[src/rtl/reg_file_sb.sv]
// Register file with byte-enabled writes, write-to-read bypass and a
// per-register pending scoreboard with a running pending count.
module reg_file_sb #(
  parameter int DW      = 32,
  parameter int NREG    = 16,
  parameter int ZERO_R0 = 0
) (
  input  logic                     clk,
  input  logic                     rst_n,
  input  logic                     we,
  input  logic [$clog2(NREG)-1:0]  reg_w_index,
  input  logic [DW-1:0]            wr_data,
  input  logic [DW/8-1:0]          wr_be,
  input  logic                     iss,
  input  logic [$clog2(NREG)-1:0]  iss_index,
  input  logic                     rea,
  input  logic                     reb,
  input  logic [$clog2(NREG)-1:0]  reg_a_index,
  input  logic [$clog2(NREG)-1:0]  reg_b_index,
  output logic [DW-1:0]            rd_value_a,
  output logic [DW-1:0]            rd_value_b,
  output logic                     rd_pend_a,
  output logic                     rd_pend_b,
  output logic [$clog2(NREG):0]    pend_cnt
);

  localparam int AW = $clog2(NREG);
  localparam int NB = DW / 8;
  localparam bit Z0 = (ZERO_R0 != 0);

  logic [DW-1:0] regs_q [NREG];
  logic [NREG-1:0] pend_q, pend_d;
  logic [AW:0] cnt_q, cnt_d;

  logic wr_ok, set_ok, inc, dec;
  logic [DW-1:0] be_mask;
  logic [DW-1:0] merged_a, merged_b;

  // Writes to a hardwired r0 and issues to it never take effect.
  always_comb begin
    wr_ok  = we  && !(Z0 && reg_w_index == '0);
    set_ok = iss && !(Z0 && iss_index == '0);
    for (int k = 0; k < NB; k++) begin
      be_mask[8*k +: 8] = {8{wr_be[k]}};
    end
  end

  // Post-write value of the read targets, used when bypassing.
  always_comb begin
    merged_a = (regs_q[reg_a_index] & ~be_mask) | (wr_data & be_mask);
    merged_b = (regs_q[reg_b_index] & ~be_mask) | (wr_data & be_mask);
  end

  // Register storage: byte-lane writes, synchronous clear.
  always_ff @(posedge clk) begin
    if (!rst_n) begin
      for (int i = 0; i < NREG; i++) begin
        regs_q[i] <= '0;
      end
    end else if (wr_ok) begin
      for (int k = 0; k < NB; k++) begin
        if (wr_be[k]) begin
          regs_q[reg_w_index][8*k +: 8] <= wr_data[8*k +: 8];
        end
      end
    end
  end

  // Scoreboard next state: writeback clears, issue sets and wins.
  always_comb begin
    pend_d = pend_q;
    if (we) pend_d[reg_w_index] = 1'b0;
    if (set_ok) pend_d[iss_index] = 1'b1;
    inc = set_ok && !pend_q[iss_index];
    dec = we && pend_q[reg_w_index]
        && !(set_ok && iss_index == reg_w_index);
    cnt_d = cnt_q + {{AW{1'b0}}, inc} - {{AW{1'b0}}, dec};
  end

  // Scoreboard and pending-count state.
  always_ff @(posedge clk) begin
    if (!rst_n) begin
      pend_q <= '0;
      cnt_q  <= '0;
    end else begin
      pend_q <= pend_d;
      cnt_q  <= cnt_d;
    end
  end

  assign pend_cnt = cnt_q;

  // Port a read: stored value, bypassed from a same-cycle write.
  always_comb begin
    rd_value_a = '0;
    rd_pend_a  = 1'b0;
    if (rst_n && rea && !(Z0 && reg_a_index == '0)) begin
      if (we && reg_a_index == reg_w_index) begin
        rd_value_a = merged_a;
        rd_pend_a  = set_ok && iss_index == reg_w_index;
      end else begin
        rd_value_a = regs_q[reg_a_index];
        rd_pend_a  = pend_q[reg_a_index];
      end
    end
  end

  // Port b read: same behaviour as port a.
  always_comb begin
    rd_value_b = '0;
    rd_pend_b  = 1'b0;
    if (rst_n && reb && !(Z0 && reg_b_index == '0)) begin
      if (we && reg_b_index == reg_w_index) begin
        rd_value_b = merged_b;
        rd_pend_b  = set_ok && iss_index == reg_w_index;
      end else begin
        rd_value_b = regs_q[reg_b_index];
        rd_pend_b  = pend_q[reg_b_index];
      end
    end
  end

endmodule

[config.mk]
export PLATFORM = sky130hd
export DESIGN_NAME = reg_file_sb
export DESIGN_NICKNAME = d
export VERILOG_FILES = /design/src/rtl/reg_file_sb.sv
export SDC_FILE = /design/constraint.sdc
export NUM_CORES = 1
export LEC_CHECK = 0
export CAP_MARGIN = 20
export CORE_MARGIN = 5
export CORE_UTILIZATION = 35
export CTS_BUF_LIST = sky130_fd_sc_hd__clkbuf_16
export CTS_CLUSTER_DIAMETER = 120
export DETAILED_ROUTE_END_ITERATION = 6
export DONT_BUFFER_PORTS = 1
export GPL_TIMING_DRIVEN = 0
export PLACE_DENSITY = 0.47
export SYNTH_ARGS = -nofsm -noshare
export SYNTH_HDL_FRONTEND = slang
export SYNTH_SLANG_ARGS = --single-unit
[constraint.sdc]
create_clock -name clk -period 5.15 [get_ports clk]
set_input_delay 0.515 -clock clk [delete_from_list [all_inputs] [get_ports clk]]
set_output_delay 0.515 -clock clk [all_outputs]
set_load 0.02 [all_outputs]
==> flow_results.xml <==
<?xml version="1.0" encoding="UTF-8"?>
<metrics>
  <group name="synthesis">
    <metric name="synth_compound_area_frac" unit="">0.06851</metric>
    <metric name="ys_ff_latch" unit="">533</metric>
    <metric name="ys_top_cells_by_count" unit="">523 x sky130_fd_sc_hd__and2_1, 512 x sky130_fd_sc_hd__edfxtp_1, 272 x sky130_fd_sc_hd__mux4_2, 97 x sky130_fd_sc_hd__nor2_1, 89 x sky130_fd_sc_hd__clkbuf_1</metric>
    <metric name="postSynth.asyncResetShare" unit="">0</metric>
    <metric name="syn_inst" unit="">2063</metric>
    <metric name="synthMostInstantiatedCell" unit="">sky130_fd_sc_hd__and2_1</metric>
    <metric name="synth.mux.area_fraction" unit="">0.2194</metric>
    <metric name="post-synth-top-area-fraction" unit="">0.5183</metric>
    <metric name="synth.avg_cell_area" unit="um2">14.38</metric>
    <metric name="synth_area_leaders" unit="">sky130_fd_sc_hd__edfxtp_1 52%, sky130_fd_sc_hd__mux4_2 21%, sky130_fd_sc_hd__and2_1 11%</metric>
    <metric name="synthDominantAreaCellType" unit="">sky130_fd_sc_hd__edfxtp_1</metric>
    <metric name="ys.warnings.count" unit="">0</metric>
    <metric name="synthFlopType" unit="">sky130_fd_sc_hd__edfxtp_1</metric>
    <metric name="synth.distinct_cells" unit="">45</metric>
    <metric name="largest_family_of_logic_cells_by_synthesized_area" unit="">multiplexers</metric>
    <metric name="yosys.area_share.simple" unit="">0.1444</metric>
    <metric name="yosys.area_share.adder" unit="">0.002784</metric>
    <metric name="synth-edff-count" unit="">512</metric>
    <metric name="synthesis.area" unit="mm2">0.02966</metric>
    <metric name="ys_seq_area_frac" unit="">0.5325</metric>
    <metric name="synth-xor-area-share" unit="">0.004725</metric>
    <metric name="synth_fp_nets" unit="">2127</metric>
  </group>
  <group name="global_route">
    <metric name="largest_net_degree_at_the_start_of_global_routing" unit="">13</metric>
    <metric name="grt_antenna_before_repair" unit="">10</metric>
    <metric name="grt_first_pass_wirelength" unit="mm">163.9</metric>
    <metric name="grtUsageTotal" unit="">0.2584</metric>
    <metric name="grt_overflow_total" unit="">0</metric>
    <metric name="number_of_global_route_vias_before_repair" unit="">20849</metric>
  </group>
  <group name="worst_setup_path">
    <metric name="sum_of_buffers_and_inverters_on_the_critical_path" unit="">3</metric>
    <metric name="critical_path_required" unit="ps">4640</metric>
    <metric name="worstSetupPathType" unit="">input pin to output pin</metric>
    <metric name="crit_fanout" unit="">10</metric>
    <metric name="path_cells" unit="">buf_4 &gt; buf_2 &gt; buf_2 &gt; nor2b_1 &gt; a22o_1 &gt; o22ai_1 &gt; a21oi_1</metric>
    <metric name="critPathMaxStageDelay" unit="ps">810</metric>
    <metric name="timing.critical_path.to_type" unit="">output pin</metric>
    <metric name="critPathLaunchType" unit="">input pin</metric>
    <metric name="cp_top_family" unit="">buffers and inverters</metric>
    <metric name="worst_path_max_delay_cell" unit="">sky130_fd_sc_hd__a21oi_1</metric>
    <metric name="cp_data_arrival_time" unit="ps">3370</metric>
    <metric name="critical-path-top-cell-by-count" unit="">sky130_fd_sc_hd__buf_2</metric>
  </group>
  <group name="timing">
    <metric name="fmax" unit="GHz">0.2574</metric>
    <metric name="grt_setup_unrepaired" unit="">no</metric>
    <metric name="min_clock_period_post_route" unit="ps">3885</metric>
    <metric name="max_slew_margin" unit="">0.2047</metric>
    <metric name="finalWorstSetupSlack" unit="ps">1265</metric>
    <metric name="fin_hold_ws" unit="ps">91.53</metric>
    <metric name="worst_slew_pin_slew" unit="ps">1186</metric>
    <metric name="finalSetupViolCount" unit="">0</metric>
    <metric name="final_hold_viol_count" unit="">0</metric>
    <metric name="fin_crit_sh" unit="">0.7543</metric>
    <metric name="tns" unit="ps">0</metric>
    <metric name="slew_violations" unit="">0</metric>
    <metric name="finClkSkew" unit="ps">8.141</metric>
  </group>
  <group name="placement">
    <metric name="post-place-ws" unit="ps">1247</metric>
    <metric name="buffer_ports.inserted" unit="">0</metric>
    <metric name="place.detailed.hpwl" unit="mm">85.30</metric>
    <metric name="gpl.final_weighted_congestion" unit="">0.8895</metric>
  </group>
  <group name="clock_network">
    <metric name="clk_path_buf_depth" unit="">3</metric>
    <metric name="cts_stage_hold_buffer_count" unit="">0</metric>
    <metric name="postCtsSetupBuffers" unit="">0</metric>
    <metric name="cts_num_sinks" unit="">533</metric>
    <metric name="cts_tree" unit="">yes</metric>
    <metric name="cts.root.buffer_cell" unit="">sky130_fd_sc_hd__clkbuf_16</metric>
    <metric name="clk_latency" unit="ps">610</metric>
    <metric name="cts-resized-gates" unit="">0</metric>
    <metric name="clkTransAtPathRegs" unit="ps">60</metric>
    <metric name="cts_buffers" unit="">66</metric>
    <metric name="cts_max_level" unit="">3</metric>
  </group>
  <group name="pwr">
    <metric name="power.combinational.fraction" unit="">0.131</metric>
    <metric name="total_switching_power" unit="uW">2929</metric>
    <metric name="ir_drop" unit="uV">222.3</metric>
    <metric name="power.clock.fraction" unit="">0.405</metric>
    <metric name="pwr_density_cell" unit="mW/mm2">328.1</metric>
    <metric name="sequentialPowerShare" unit="">0.464</metric>
    <metric name="power.static_leakage" unit="uW">0.01135</metric>
    <metric name="design_power_total" unit="uW">11070</metric>
    <metric name="cell_internal_pwr" unit="uW">8139</metric>
    <metric name="netSwitchingFraction" unit="">0.2646</metric>
  </group>
  <group name="floorplanning">
    <metric name="core_area" unit="mm2">0.08382</metric>
    <metric name="top_level_ports" unit="">129</metric>
    <metric name="horiz_die_dim" unit="um">301.1</metric>
    <metric name="floorplan.initialDensity" unit="">0.3539</metric>
    <metric name="floorplan.die_area" unit="mm2">0.09067</metric>
    <metric name="std_cell_rows" unit="">106</metric>
    <metric name="floorplan.die.height" unit="um">301.1</metric>
  </group>
  <group name="routing">
    <metric name="antenna_violating_nets_post_route" unit="">0</metric>
    <metric name="dr.first_iter.drc_count" unit="">2439</metric>
    <metric name="drc_errors" unit="">0</metric>
    <metric name="route.final.wire_length" unit="mm">119.2</metric>
    <metric name="dr_total_vias" unit="">20480</metric>
    <metric name="route.detailed.wl_per_inst" unit="um">35.28</metric>
    <metric name="first_pass_iters" unit="">5</metric>
    <metric name="vias_per_cell" unit="">6.063</metric>
  </group>
  <group name="cells_and_area">
    <metric name="syn2layout_area_growth" unit="%">13.73</metric>
    <metric name="drive_gt1_frac" unit="">0.2263</metric>
    <metric name="filler_cell_count" unit="">7881</metric>
    <metric name="total_nets_final" unit="">2257</metric>
  </group>
  <group name="hold_path">
    <metric name="min_path_type" unit="">input pin to flop</metric>
  </group>
  <group name="job">
    <metric name="maxCapViolations" unit="">0</metric>
  </group>
  <group name="status">
    <metric name="run_status" unit="">complete, no violations</metric>
  </group>
</metrics>
[sequential cells by signal, indices dropped and copies added, names as in the netlist]
signal,flops
pend_cnt,5
regs_q,512
pend_q,16
[power groups by stage]
stage	Combinational (uW)	Clock [uW]	Sequential (uW)
final	1450	4480	5140
after global routing	1510	4700	5160
after CTS	1440	4520	5130
after detailed placement	1430	0	5220
after global placement	1380	0	5220
after floorplan	926	0	5160
[metrics by stage]
step	utilization	std cells	cell area [um2]
floorplan	-	2063	29660
global placement	0.3708	3197	31080
detailed placement	0.3770	3252	31600
CTS	0.4012	3367	33630
global route	0.4023	3374	33720
finish	0.4025	3378	33730
[routing by layer]
layer,GRT usage,routed length (um)
met1,0.3307,46360
met2,0.4184,56420
met3,0.07120,11100
met4,0.1046,5238
met5,0,40
[path summary, 6_finish.rpt]
| kind | startpoint | end | slack [ps] | cells after the start |
|---|---|---|---|---|
| worst min register to register | pend_q[8] | pend_q[8] | 530 | 2 |
| worst max register to register | pend_q[6] | pend_cnt[4] | 1940 | 11 |
| worst min-delay path | wr_data[17] | regs_q[14][17] | 90 | 1 |
| worst max-delay path | reg_b_index[1] | rd_value_b[15] | 1270 | 7 |
[cells by family (layout without fill, tap and decap cells)]
logic type | count (synthesis) | count (layout)
and+or+nand+nor | 727 | 727
other | 0 | 4
buffers and inverters | 169 | 346
DFF | 533 | 533
muxes | 307 | 307
AOI/OAI and AO/OA | 305 | 305
adders and majority gates | 6 | 6
xor gates and xnor gates | 16 | 16
[area by class of cell]
type,instances,area [um2],area share
sequential,533,15800,0.4682
multi-input combinational,1361,13070,0.3875
clock buffer,67,1677,0.04970
tap,1134,1419,0.04206
buffer,163,795.8,0.02359
timing repair buffer,62,594.3,0.01762
clock inverter,48,347.8,0.01031
inverter,6,22.52,0.0006676
antenna,4,10.01,0.0002967
[layout by cell type, fill, tap and decap left out, drive strengths merged, types with 3 or more instances in the layout]
master  Yosys  layout
nand4       5       5
o22ai      80      80
nand2b     12      12
nor2b       8       8
mux2i      33      33
a22o       88      88
nand3b      3       3
diode       0       4
buf        74     135
inv         6      23
nor3b       5       5
mux4      274     274
and2      523     523
o211ai      3       3
edfxtp    512     512
or2        10      10
xor2        8       8
a21boi     15      15
ha          5       5
nand3      38      38
o21ai      79      79
nand2      20      20
xnor2       8       8
clkinv      0      25
clkbuf     89     157
a21oi      31      31
nor2       97      97
dfxtp      21      21
bufinv      0       4
Power figures use the tool's default switching activity.
